$ cat src/rtl/link_transmitter.sv
// link_transmitter
// Forwards length-framed packets from a show-ahead FIFO onto a valid/ready
// link through a single output register. The first flit of each packet is a
// header whose low LEN_W bits give the number of payload flits that follow.
// Optional feature macro: LINK_TRANSMITTER_PARITY_EN. When it is defined, the
// o_parity output is added. o_parity is the XOR of o_data.
module link_transmitter #(
    parameter int DATA_W = 8,
    parameter int LEN_W  = 4
) (
    input  logic              i_clk,
    input  logic              i_arst_n,
    input  logic              i_fifoEmpty,
    input  logic [DATA_W-1:0] i_fifoData,
    output logic              o_fifoReadEn,
    output logic              o_valid,
    output logic [DATA_W-1:0] o_data,
    output logic              o_last,
    input  logic              i_ready,
    output logic              o_busy
`ifdef LINK_TRANSMITTER_PARITY_EN
    ,
    output logic              o_parity
`endif
);

    typedef enum logic [0:0] {
        IDLE    = 1'b0,
        PAYLOAD = 1'b1
    } state_t;

    state_t           state;
    logic [LEN_W-1:0] remaining;
    logic             stage_free;
    logic             pop;
    logic [LEN_W-1:0] hdr_len;

`ifdef LINK_TRANSMITTER_PARITY_EN
    function automatic logic flit_parity(input logic [DATA_W-1:0] flit);
        return ^flit;
    endfunction
`endif

    // Decide whether the output register can take the FIFO head this cycle
    always_comb begin
        stage_free = !o_valid || i_ready;
        pop        = !i_fifoEmpty && stage_free && i_arst_n;
        hdr_len    = i_fifoData[LEN_W-1:0];
    end

    assign o_fifoReadEn = pop;

    // Packet framing FSM and output register; a pop both frames and loads the flit
    always_ff @(posedge i_clk) begin
        if (!i_arst_n) begin
            state     <= IDLE;
            remaining <= {LEN_W{1'b0}};
            o_valid   <= 1'b0;
            o_data    <= {DATA_W{1'b0}};
            o_last    <= 1'b0;
            o_busy    <= 1'b0;
        end else if (pop) begin
            o_valid <= 1'b1;
            o_data  <= i_fifoData;
            case (state)
                IDLE: begin
                    remaining <= hdr_len;
                    if (hdr_len == {LEN_W{1'b0}}) begin
                        o_last <= 1'b1;
                        o_busy <= 1'b0;
                        state  <= IDLE;
                    end else begin
                        o_last <= 1'b0;
                        o_busy <= 1'b1;
                        state  <= PAYLOAD;
                    end
                end
                PAYLOAD: begin
                    // A count of 0 here cannot happen, but treat it as the
                    // final flit so the counter can never wrap.
                    if (remaining <= LEN_W'(1)) begin
                        remaining <= {LEN_W{1'b0}};
                        o_last    <= 1'b1;
                        o_busy    <= 1'b0;
                        state     <= IDLE;
                    end else begin
                        remaining <= remaining - LEN_W'(1);
                        o_last    <= 1'b0;
                        o_busy    <= 1'b1;
                        state     <= PAYLOAD;
                    end
                end
                default: begin
                    remaining <= {LEN_W{1'b0}};
                    o_last    <= 1'b0;
                    o_busy    <= 1'b0;
                    state     <= IDLE;
                end
            endcase
        end else if (i_ready) begin
            // Flit accepted (or none held) with nothing to replace it
            o_valid <= 1'b0;
        end else begin
            o_valid <= o_valid;
        end
    end

`ifdef LINK_TRANSMITTER_PARITY_EN
    // Parity is loaded together with the flit it covers
    always_ff @(posedge i_clk) begin
        if (!i_arst_n) begin
            o_parity <= 1'b0;
        end else if (pop) begin
            o_parity <= flit_parity(i_fifoData);
        end else begin
            o_parity <= o_parity;
        end
    end
`endif

endmodule
$ cat config.mk
export PLATFORM = sky130hd
export DESIGN_NAME = link_transmitter
export DESIGN_NICKNAME = d
export VERILOG_FILES = /design/src/rtl/link_transmitter.sv
export SDC_FILE = /design/constraint.sdc
export NUM_CORES = 1
export LEC_CHECK = 0
export CAP_MARGIN = 25
export CORE_AREA = 2 2 39 41
export DETAILED_ROUTE_END_ITERATION = 8
export DIE_AREA = 0 0 41 43
export DONT_BUFFER_PORTS = 1
export PLACE_DENSITY = 0.71
export SETUP_SLACK_MARGIN = 0.4
export SLEW_MARGIN = 20
export SYNTH_ARGS = -nofsm -noshare
export SYNTH_HDL_FRONTEND = slang
export SYNTH_SLANG_ARGS = --single-unit
$ cat constraint.sdc
create_clock -name i_clk -period 1.72 [get_ports i_clk]
set_input_delay 0.344 -clock i_clk [delete_from_list [all_inputs] [get_ports i_clk]]
set_output_delay 0.344 -clock i_clk [all_outputs]
set_load 0.005 [all_outputs]
**Yosys cells after proc, flatten, opt, wreduce, memory -nomap -nowiden**

Cells that the tools add are included.

- Output and inout bits: 12
- Word-level logic and storage cells: 25
- Bits in registers: 15
- Bits of input ports: 12

- Mux-type cells: 10
- $lt $le $gt $ge: 1
- Add/sub/neg operators: 1
- Reductions and logical operators: 7
- Bitwise gates (word level): 1

Operators by type and width:

| kind | count |
|---|---|
| 4-bit one-hot mux with 2 select lines | 1 |
| 1-bit 2-to-1 mux | 6 |
| 4-bit by 1-bit less-or-equal comparator with 1-bit output (second input constant) | 1 |
| 4-bit zero test | 1 |
| 4-bit 2-to-1 mux | 1 |
| 1-bit one-hot mux with 2 select lines | 2 |
| 4-bit by 1-bit subtractor with 4-bit output (second input constant) | 1 |
| 1-bit logical AND | 2 |
| 1-bit zero test | 2 |
| 2-bit nonzero test | 1 |
| 1-bit logical OR | 1 |
| 1-bit NOT | 1 |

**Logic depth before layout (Yosys ltp)**

- Depth in word-level cells: 5
- Gate-level depth with buffers: 5
- Mapped depth without buffers: 5

**Worst setup path before layout**

OpenSTA, ideal clock, no wires.

- Path kind: register to register
- From: register remaining[0]
- To: register remaining[0]
- Clock period less this slack: 1.361 ns
- Required time: 1.598 ns
- Cell stages (with the launch flop): 6
- Arrival time: 1.239 ns
- Path slack: 0.359 ns
- Path buffers: 0
- Setup time: 0.122 ns
- Path through: dfxtp_1 -> inv_1 -> ha_1 -> nor2_1 -> o311a_1 -> o311a_1

- Word-level cells in the longest chain between the ends: 3
- Elaborated cells between the ends (all ways): 4
- Classes of those cells: add/sub: 1; order compare: 1; mux: 2

RTL lines:

| element | line | text |
|---|---|---|
| start, declared | 33 | `logic [LEN_W-1:0] remaining;` |
| start signal, assigned | 57 | `remaining <= {LEN_W{1'b0}};` |
| start signal, assigned | 67 | `remaining <= hdr_len;` |
| start signal, assigned | 82 | `remaining <= {LEN_W{1'b0}};` |
| 4-bit by 1-bit subtractor with 4-bit output or 4-bit by 1-bit less-or-equal comparator with 1-bit output (tied branches) | 87, 81 |  |
| 4-bit 2-to-1 mux * | 81 | `if (remaining <= LEN_W'(1)) begin` |
| 4-bit one-hot mux with 2 select lines * | 65 | `case (state)` |

Every way passes the cells marked *; elsewhere a longest branch is shown, timed or not.
A chain may end at the register's enable or synchronous reset.

**Final worst setup path**

- From: register remaining[1]
- To: register remaining[0]

- Word-level cells in the longest chain between the ends: 3

RTL lines:

| element | line |
|---|---|
| 4-bit by 1-bit less-or-equal comparator with 1-bit output | 81 |
| 4-bit 2-to-1 mux | 81 |
| 4-bit one-hot mux with 2 select lines | 65 |

No other way between the ends.

==> impl_metrics.ini <==
[status]
run_status = complete, no violations

[yosys]
synth_ff_type = dfxtp_1
synth_common_cells = dfxtp_1, a21oi_1, o21ai_0
synth_edf_count = 0
synth_nets = 102
yosys.area.top_type = dfxtp_1
yosys_warnings = 0
yosys.area.top_type_share = 0.407
synth.yosys.seq_area_share = 0.407
yosysUniqueCellTypes = 29
syn-cell-area_um2 = 738
synth.most_common_cell = dfxtp_1
ys_ff_latch = 15
async_reset_ff_frac = 0
syn_inst = 88
synth.area.top_cells = dfxtp_1, a21oi_1, o21ai_0, nand3_1, nor2b_1
avgSynthCellArea_um2 = 8.39

[clocking]
cts_hold_buf = 0
cts_buffer_depth = 2
clkSlewWorstSetupHoldPaths_ps = 90
insertion_delay_ps = 270
cts_tree = yes
cts_buffers = 3
cts_sinks = 15
htree_levels = 1
root_buffer = clkbuf_4

[floorplan]
start_util = 0.533
core_mm2 = 0.00138
die_x_um = 41
io_pins = 24
fp-row-count = 14
dieHeight_um = 43
die-area_mm2 = 0.00176

[timing]
finalSetupTns_ps = 0
slew_headroom = 0.738
rsz0062_at_grt = true
maxClockFrequency_mhz = 742
worst_pin_slew_ps = 387
hold_viol_final = 0
finClkSkew_ps = 1.89
min_period_over_period = 0.783
finalMaxSlewViolations = 0
setup_viol = 0
fin_crit_ps = 1350

[grt]
antenna_found_initial = 0
track_usage = 0.252
first_global_vias = 695
grt_max_degree = 16
grt_pass1_wl_um = 3040
overflow = 0

[cells_and_area]
nNetsFinal = 109
final_core_util = 0.629
area_growth_pct = 18.0
fin_cells = 110
layout-drive-gt1-share = 0.255
antenna_cells = 0

[critical_path]
worst_path_most_repeated_cell = o311a_1
criticalPathCategory = register to register
crit_arrival_ps = 1520
cp-end-kind = register
required_ps = 1890
cp_top_family = compound AO/OA/AOI/OAI gates
cp_slowest_cell = dfxtp_4
worstPathBufferInverterCount = 1
path_max_fanout = 4
cp_cell_sequence = inv_4, ha_4, nor2_4, o311a_1, o311a_1
cpPeakStageDelay_ps = 370
start_kind = register

[power]
p_leak_nw = 0.335
power_frac_seq = 0.543
clkPwrFrac = 0.266
internal_power_uw = 533
comb_power_share = 0.191
powerDensity_mw_per_mm2 = 854
vdd_ir_drop_max_mv = 0.505
swShare = 0.283
p_sw_uw = 211

[detailed_routing]
drcViolationCount = 0
routed_wl_um = 1910
ant_nets = 0
routedWlPerCell_um = 17.3
viasPerCell = 6.33
dr_total_vias = 696
dr.pass1.iters = 4
drt_first_iter_violations = 12

[flow_run]
maxCapViolCount = 0

[worst_hold_path]
worstHoldPathType = primary input to register

[place]
place.port_buffers = 0
place_hpwl_um = 1180
post-place-cells = 101
gp_congestion = 0.781
-- metal layers --
layer | up-vias | part of all wire | GRT usage
met2 | 19 | 0.52 | 0.394
met3 | 4 | 0.046 | 0.0681
met4 | 0 | 0.012 | 0.113
li1 | 339 | - | -
met5 | - | 0 | 0
met1 | 334 | 0.42 | 0.306
-- worst register-to-register path: cells and delay by family (launching register included) --
kind | cells | cell delay, ps
AOI/OAI and AO/OA | 2 | 610
adders and majority gates | 1 | 150
buffers and inverters | 1 | 80
DFF | 1 | 370
and+or+nand+nor | 1 | 50
-- worst paths after layout --
check                           slack [ps]  depth (start not counted)            to    startpoint
worst min register to register         500                          2     o_data[3]     o_data[3]
worst max register to register         370                          5  remaining[0]  remaining[1]
worst min-delay path                   150                          1       o_valid   i_fifoEmpty
worst max-delay path                   370                          5  remaining[0]  remaining[1]
-- power by group through the flow --
stage,Combinational (mW),Sequential (mW),Clock (mW)
after CTS,0.129,0.402,0.202
after global routing,0.156,0.409,0.221
after floorplan,0.0941,0.398,0
after detailed placement,0.107,0.408,0
after global placement,0.105,0.408,0
final,0.142,0.404,0.198
-- layout make-up --
class                           count  area [um2]
Fill cell                         135         513
Sequential cell                    15         309
Inverter                            5        23.8
Timing Repair Buffer                8        60.1
Multi-Input combinational cell     62         432
Clock buffer                        4        26.3
Tap cell                           16        20.0
-- layout by cell type, fill, tap and decap left out, types with 2 or more instances in the layout --
master,instances
inv_4,2
buf_4,8
dfxtp_4,2
a31oi_1,2
nor3_1,4
o311ai_1,2
clkbuf_4,3
o31ai_1,2
nor2_2,2
dfxtp_1,12
inv_1,3
o21ai_0,9
a21oi_1,10
o311a_1,3
ha_4,2
nor2b_1,5
nand3_1,8
-- sequential cells by signal (all words and copies together), names as in the netlist --
name,cells
o_data,8
o_last,1
o_valid,1
remaining,4
state,1
-- logic make-up after synthesis --
logic type	synth area share
AOI/OAI and AO/OA	0.286
and+or+nand+nor	0.212
DFF	0.407
buffers and inverters	0.0610
adders and majority gates	0.0339
-- per-stage QoR --
step	power (mW)	cell area, um2	setup slack, ps	hold WS [ps]
2_1_floorplan	0.492	744	402	468
3_5_place_dp	0.515	761	334	442
6_report	0.744	871	372	148
3_3_place_gp	0.512	761	376	438
5_1_grt	0.785	871	341	127
4_1_cts	0.733	853	394	140
-- what timing repair did --
action | 4_1_cts | 5_1_grt
setup endpoints to repair | 4 | 6
gates cloned | 0 | 0
gates resized for setup | 9 | 6
pin swaps | 1 | 2
buffers inserted | 4 | 1
(Power assumes the default switching activity.)
